===== config.mk =====
export PLATFORM = sky130hd
export DESIGN_NAME = exponent_dispatcher
export DESIGN_NICKNAME = d
export VERILOG_FILES = /design/src/rtl/exponent_dispatcher.sv
export SDC_FILE = /design/constraint.sdc
export NUM_CORES = 1
export LEC_CHECK = 0
export ABC_CLOCK_PERIOD_IN_PS = 2950
export BUFFER_PORTS_ARGS = -buffer_cell sky130_fd_sc_hd__buf_2
export CAP_MARGIN = 20
export CORE_UTILIZATION = 51
export CTS_CLUSTER_SIZE = 28
export DETAILED_ROUTE_END_ITERATION = 8
export PLACE_DENSITY = 0.75
export SETUP_SLACK_MARGIN = 0.1
export SLEW_MARGIN = 20
export SYNTH_ARGS = -nofsm -noshare
export SYNTH_HDL_FRONTEND = slang
export SYNTH_SLANG_ARGS = --single-unit

===== constraint.sdc =====
create_clock -name clock -period 2.95 [get_ports clock]
set_input_delay 0.295 -clock clock [delete_from_list [all_inputs] [get_ports clock]]
set_output_delay 0.295 -clock clock [all_outputs]
set_load 0.02 [all_outputs]

===== src/rtl/exponent_dispatcher.sv =====
// exponent_dispatcher: request FIFO and issue/capture sequencer
// in front of the exponent accelerator.
module exponent_dispatcher #(
  parameter int DEPTH = 4,
  parameter int TAG_W = 4
) (
  input  logic             clock,
  input  logic             reset,
  input  logic             req_valid,
  output logic             req_ready,
  input  logic [31:0]      req_x,
  input  logic [31:0]      req_a,
  input  logic [TAG_W-1:0] req_tag,
  output logic             res_valid,
  input  logic             res_ready,
  output logic [31:0]      res_p,
  output logic [TAG_W-1:0] res_tag,
  output logic [31:0]      res_cycles,
  output logic             acc_enable,
  output logic [31:0]      acc_x,
  output logic [31:0]      acc_a,
  input  logic             acc_ready,
  input  logic [31:0]      acc_p,
  output logic             busy
);

  localparam int AW = $clog2(DEPTH);
  localparam logic [AW:0] PTR_ONE = {{AW{1'b0}}, 1'b1};

  typedef enum logic [1:0] {
    IDLE,
    ISSUE,
    WAIT_LOW,
    WAIT_HIGH
  } state_t;

  typedef struct packed {
    logic [TAG_W-1:0] tag;
    logic [31:0]      a;
    logic [31:0]      x;
  } req_t;

  state_t           state, state_nx;
  req_t             mem [DEPTH];
  req_t             head;
  logic [AW:0]      wptr, rptr;
  logic             full, empty;
  logic             push, pop, capture;
  logic             slot_free;
  logic [TAG_W-1:0] hold_tag;
  logic [31:0]      cnt;

  assign full  = (wptr[AW] != rptr[AW]) &&
                 (wptr[AW-1:0] == rptr[AW-1:0]);
  assign empty = (wptr == rptr);
  assign head  = mem[rptr[AW-1:0]];
  assign push  = req_valid && !full;

  always_ff @(posedge clock) begin
    if (reset) state <= IDLE;
    else       state <= state_nx;
  end

  always_comb begin
    state_nx = state;
    unique case (state)
      IDLE:      if (pop)        state_nx = ISSUE;
      ISSUE:                     state_nx = WAIT_LOW;
      WAIT_LOW:  if (!acc_ready) state_nx = WAIT_HIGH;
      WAIT_HIGH: if (acc_ready)  state_nx = IDLE;
      default:                   state_nx = IDLE;
    endcase
  end

  // Slot is free if empty or being drained this cycle.
  always_comb begin
    slot_free  = !res_valid || res_ready;
    pop        = (state == IDLE) && !empty &&
                 acc_ready && slot_free;
    capture    = (state == WAIT_HIGH) && acc_ready;
    acc_enable = (state == ISSUE);
    req_ready  = !full;
    busy       = (state != IDLE) || !empty;
  end

  always_ff @(posedge clock) begin
    if (push) mem[wptr[AW-1:0]] <= '{req_tag, req_a, req_x};
  end

  always_ff @(posedge clock) begin
    if (reset) begin
      wptr     <= '0;
      rptr     <= '0;
      acc_x    <= '0;
      acc_a    <= '0;
      hold_tag <= '0;
    end else begin
      if (push) wptr <= wptr + PTR_ONE;
      if (pop) begin
        rptr     <= rptr + PTR_ONE;
        acc_x    <= head.x;
        acc_a    <= head.a;
        hold_tag <= head.tag;
      end
    end
  end

  always_ff @(posedge clock) begin
    if (reset) begin
      cnt <= '0;
    end else if (state == ISSUE) begin
      cnt <= 32'd1;
    end else if (state == WAIT_LOW ||
                 state == WAIT_HIGH) begin
      if (cnt != 32'hFFFF_FFFF) cnt <= cnt + 32'd1;
    end
  end

  always_ff @(posedge clock) begin
    if (reset) begin
      res_valid  <= 1'b0;
      res_p      <= '0;
      res_tag    <= '0;
      res_cycles <= '0;
    end else if (capture) begin
      res_valid  <= 1'b1;
      res_p      <= acc_p;
      res_tag    <= hold_tag;
      res_cycles <= cnt;
    end else if (res_valid && res_ready) begin
      res_valid  <= 1'b0;
    end
  end

endmodule


==> flow_summary.json <==
{
  "fin_tns_setup_ns": 0,
  "ys_seq_area_share_pct": 70.49,
  "period_minus_slack_ns": 2.397,
  "die_x_microns": 182.5,
  "start_util_pct": 52.24,
  "drt_iter0_drc": 754,
  "pwr-share-seq_pct": 47.5,
  "tightest_slew_ns": 1.034,
  "synth_enable_flop_cells": 272,
  "finalSetupViolCount": 0,
  "synth_top_area_cell": "edfxtp_1",
  "skew_ns": 0.02228,
  "critPathSlowestCell": "o211ai_1",
  "hp-start": "acc_p[16]",
  "clockBufferDepth": 3,
  "slew_viol_final": 0,
  "ys_seq_elements": 449,
  "hold_viol": 0,
  "p_leak_nw": 7.334,
  "die_h_microns": 182.5,
  "cp.required_ns": 3.39,
  "io_buffers": 240,
  "grt-ovfl-total": 0,
  "vias": 10770,
  "clock-root-buffer": "clkbuf_16",
  "crit_chain": "nand4_2 -> or4_4 -> o211ai_1 -> o311ai_0 -> o41ai_1",
  "critical_path_class": "flop to flop",
  "design.die.area_sq_um": 33300,
  "syn_area_sq_um": 16610,
  "clk_pin_slew_ns": 0.06,
  "rsz0062_at_grt": "false",
  "synth_top_cells_by_area": "edfxtp_1 49%, dfxtp_1 21%, mux4_2 9.2%, nand2_1 6.6%, a21oi_1 4.7%",
  "pwr_density_cell_nw_per_um2": 735.1,
  "max-vdd-ir-drop_mv": 0.5666,
  "rows": 65,
  "relSlewSlack_pct": 31.08,
  "fill_cells": 2233,
  "drc": 0,
  "final_cells": 2008,
  "dpl.hpwl_microns": 20590,
  "endpoint_kind": "flop",
  "nets": 1649,
  "clockPowerShare_pct": 36.0,
  "r2r_start": "cnt[19]$_SDFFE_PP0P_",
  "ys.flop_type": "edfxtp_1",
  "worstSkewPairLatency_ns": 0.55,
  "htree_levels": 2,
  "power.internal_mw": 11.26,
  "switching_share_pct": 26.18,
  "wl_per_cell_microns": 18.06,
  "drive_above_1_share_pct": 26.39,
  "max_stage_delay_ns": 0.71,
  "area_delta_synth_final_pct": 24.86,
  "crit_arrival_ns": 2.84,
  "drt_wl_total_microns": 36270,
  "syn_inst": 1204,
  "antenna_found_initial": 4,
  "yosys.area.top_type_share_pct": 49.16,
  "startpoint_type": "flop",
  "core-area_sq_um": 31800,
  "holdWs_ns": 0.01879,
  "drt-vias-per-instance": 5.361,
  "grt_max_degree": 120,
  "cts_tree": "yes",
  "drt_pass1_iterations": 5,
  "synth_cell_type_count": 49,
  "grt_pass1_vias": 10740,
  "combPwrFrac_pct": 16.5,
  "min_period_over_period_pct": 81.26,
  "status": "finished, final reports clean",
  "grtUsageTotal_pct": 21.76,
  "fmax_mhz": 417.2,
  "cts_buffers": 45,
  "yosysWarningCount": 0,
  "cp_max_fo": 12,
  "cap_viol_max_count": 0,
  "dp.cells": 1826,
  "synthesis.nets": 1320,
  "routabilityCongestion": 0.7759,
  "avgSynthCellArea_sq_um": 13.80,
  "clock-sinks": 449,
  "final_util_pct": 65.23,
  "startpoint": "cnt[19]$_SDFFE_PP0P_",
  "ant_nets": 0,
  "async_flop_share_pct": 0,
  "power.total_mw": 15.25,
  "hp-class": "primary input to flop",
  "switchingPower_mw": 3.993,
  "grt_pass1_wl_microns": 56620,
  "ioPinCount": 241
}
[routing by layer]
layer	global-route usage, %	vias to the layer above	share of wire, %
li1	-	5063	-
met1	26.80	5276	40
met2	38.17	365	51
met3	5.248	61	7.2
met4	6.084	0	2.1
met5	0	-	0
[worst paths after layout]
path	to	slack, ns	cells after the start
max	cnt[25]$_SDFFE_PP0P_	0.55	5
min	res_p[16]$_SDFFE_PP0P_	0.02	3
max reg2reg	cnt[25]$_SDFFE_PP0P_	0.55	5
min reg2reg	res_cycles[23]$_SDFFE_PP0P_	0.45	2
[layout make-up]
class                           count  area (sq um)  share of cell area [%]
Sequential cell                   449         11720                   56.49
Multi-Input combinational cell    673          4592                   22.14
Timing Repair Buffer              352          2395                   11.54
Clock buffer                       61          1247                   6.014
Tap cell                          435         544.3                   2.624
Clock inverter                     22         191.4                  0.9229
Inverter                           12         45.04                  0.2171
Antenna cell                        4         10.01                 0.04825
[power by group through the flow]
| stage | registers, mW | clock network [mW] | logic (mW) |
|---|---|---|---|
| 3_3_place_gp | 7.34 | 0 | 2.39 |
| 6_report | 7.24 | 5.49 | 2.52 |
| 4_1_cts | 7.24 | 5.58 | 2.54 |
| 3_5_place_dp | 7.36 | 0 | 2.43 |
| 2_1_floorplan | 7.55 | 0 | 1.46 |
| 5_1_grt | 7.27 | 5.85 | 2.73 |
[layout by cell type (no fill, tap or decap), types with 4 or more instances in the layout]
master and n:
o31ai_1 6, clkinv_1 7, clkbuf_16 46, o21ai_0 13
mux4_2 68, o211ai_1 4, buf_4 9, buf_12 9
xor2_1 5, or4_1 8, and2_4 4, nand2_1 291
and4_1 4, nor2_1 23, nand4_1 8, diode_2 4
buf_2 239, dfxtp_1 175, ha_1 11, clkinv_2 6
inv_1 12, dlygate4sd3_1 95, clkbuf_1 11, a21oi_1 157
or3_1 13, xnor2_1 9, nand3_1 13, clkinvlp_4 4
clkbuf_8 4, edfxtp_1 272
[cell families after synthesis]
kind of cell,share of synthesized area (%)
flops,70.49
simple gates,9.821
compound gates,6.816
buf+inv,2.026
mux,9.279
xor+xnor,0.7381
fa+ha+maj,0.8284
[timing repair]
action | CTS | global route
resized for setup | 0 | 0
endpoints found under the hold margin | 299 | 0
setup buffers | 0 | 0
hold buffers | 95 | 0
[through the flow]
stage,cell area (sq um),setup slack (ns)
floorplan,16620,0.5385
global placement,18340,0.6682
detailed placement,18340,0.5573
CTS,20730,0.5753
global route,20740,0.4235
finish,20740,0.5529
[synth_stat cells, types with 3 or more instances]
master    count
inv_1        12
nand4_1       8
ha_1         11
and4_1        4
o211ai_1      4
nor2_1       23
or3_1        13
o31ai_1       6
xnor2_1       9
or4_1         8
buf_2         7
a21oi_1     157
edfxtp_1    272
nand2_1     292
o21ai_0      13
dfxtp_1     177
xor2_1        5
clkbuf_1     56
and2_1        6
mux4_2       68
buf_1         3
nand3_1      13
[worst max-delay path: cells and delay by family (launching register included)]
family	cells	cell delay [ns]
AOI/OAI and AO/OA	3	1.02
DFF	1	0.43
and+or+nand+nor	2	0.83
[state kept, by name, summed over array words and instances (netlist names)]
name / flops
state: 2
wptr: 3
acc_x: 32
res_tag: 4
rptr: 3
cnt: 32
acc_a: 32
res_cycles: 32
hold_tag: 4
res_valid: 1
mem: 272
res_p: 32
Note: power is estimated with default switching activity, not from simulation.
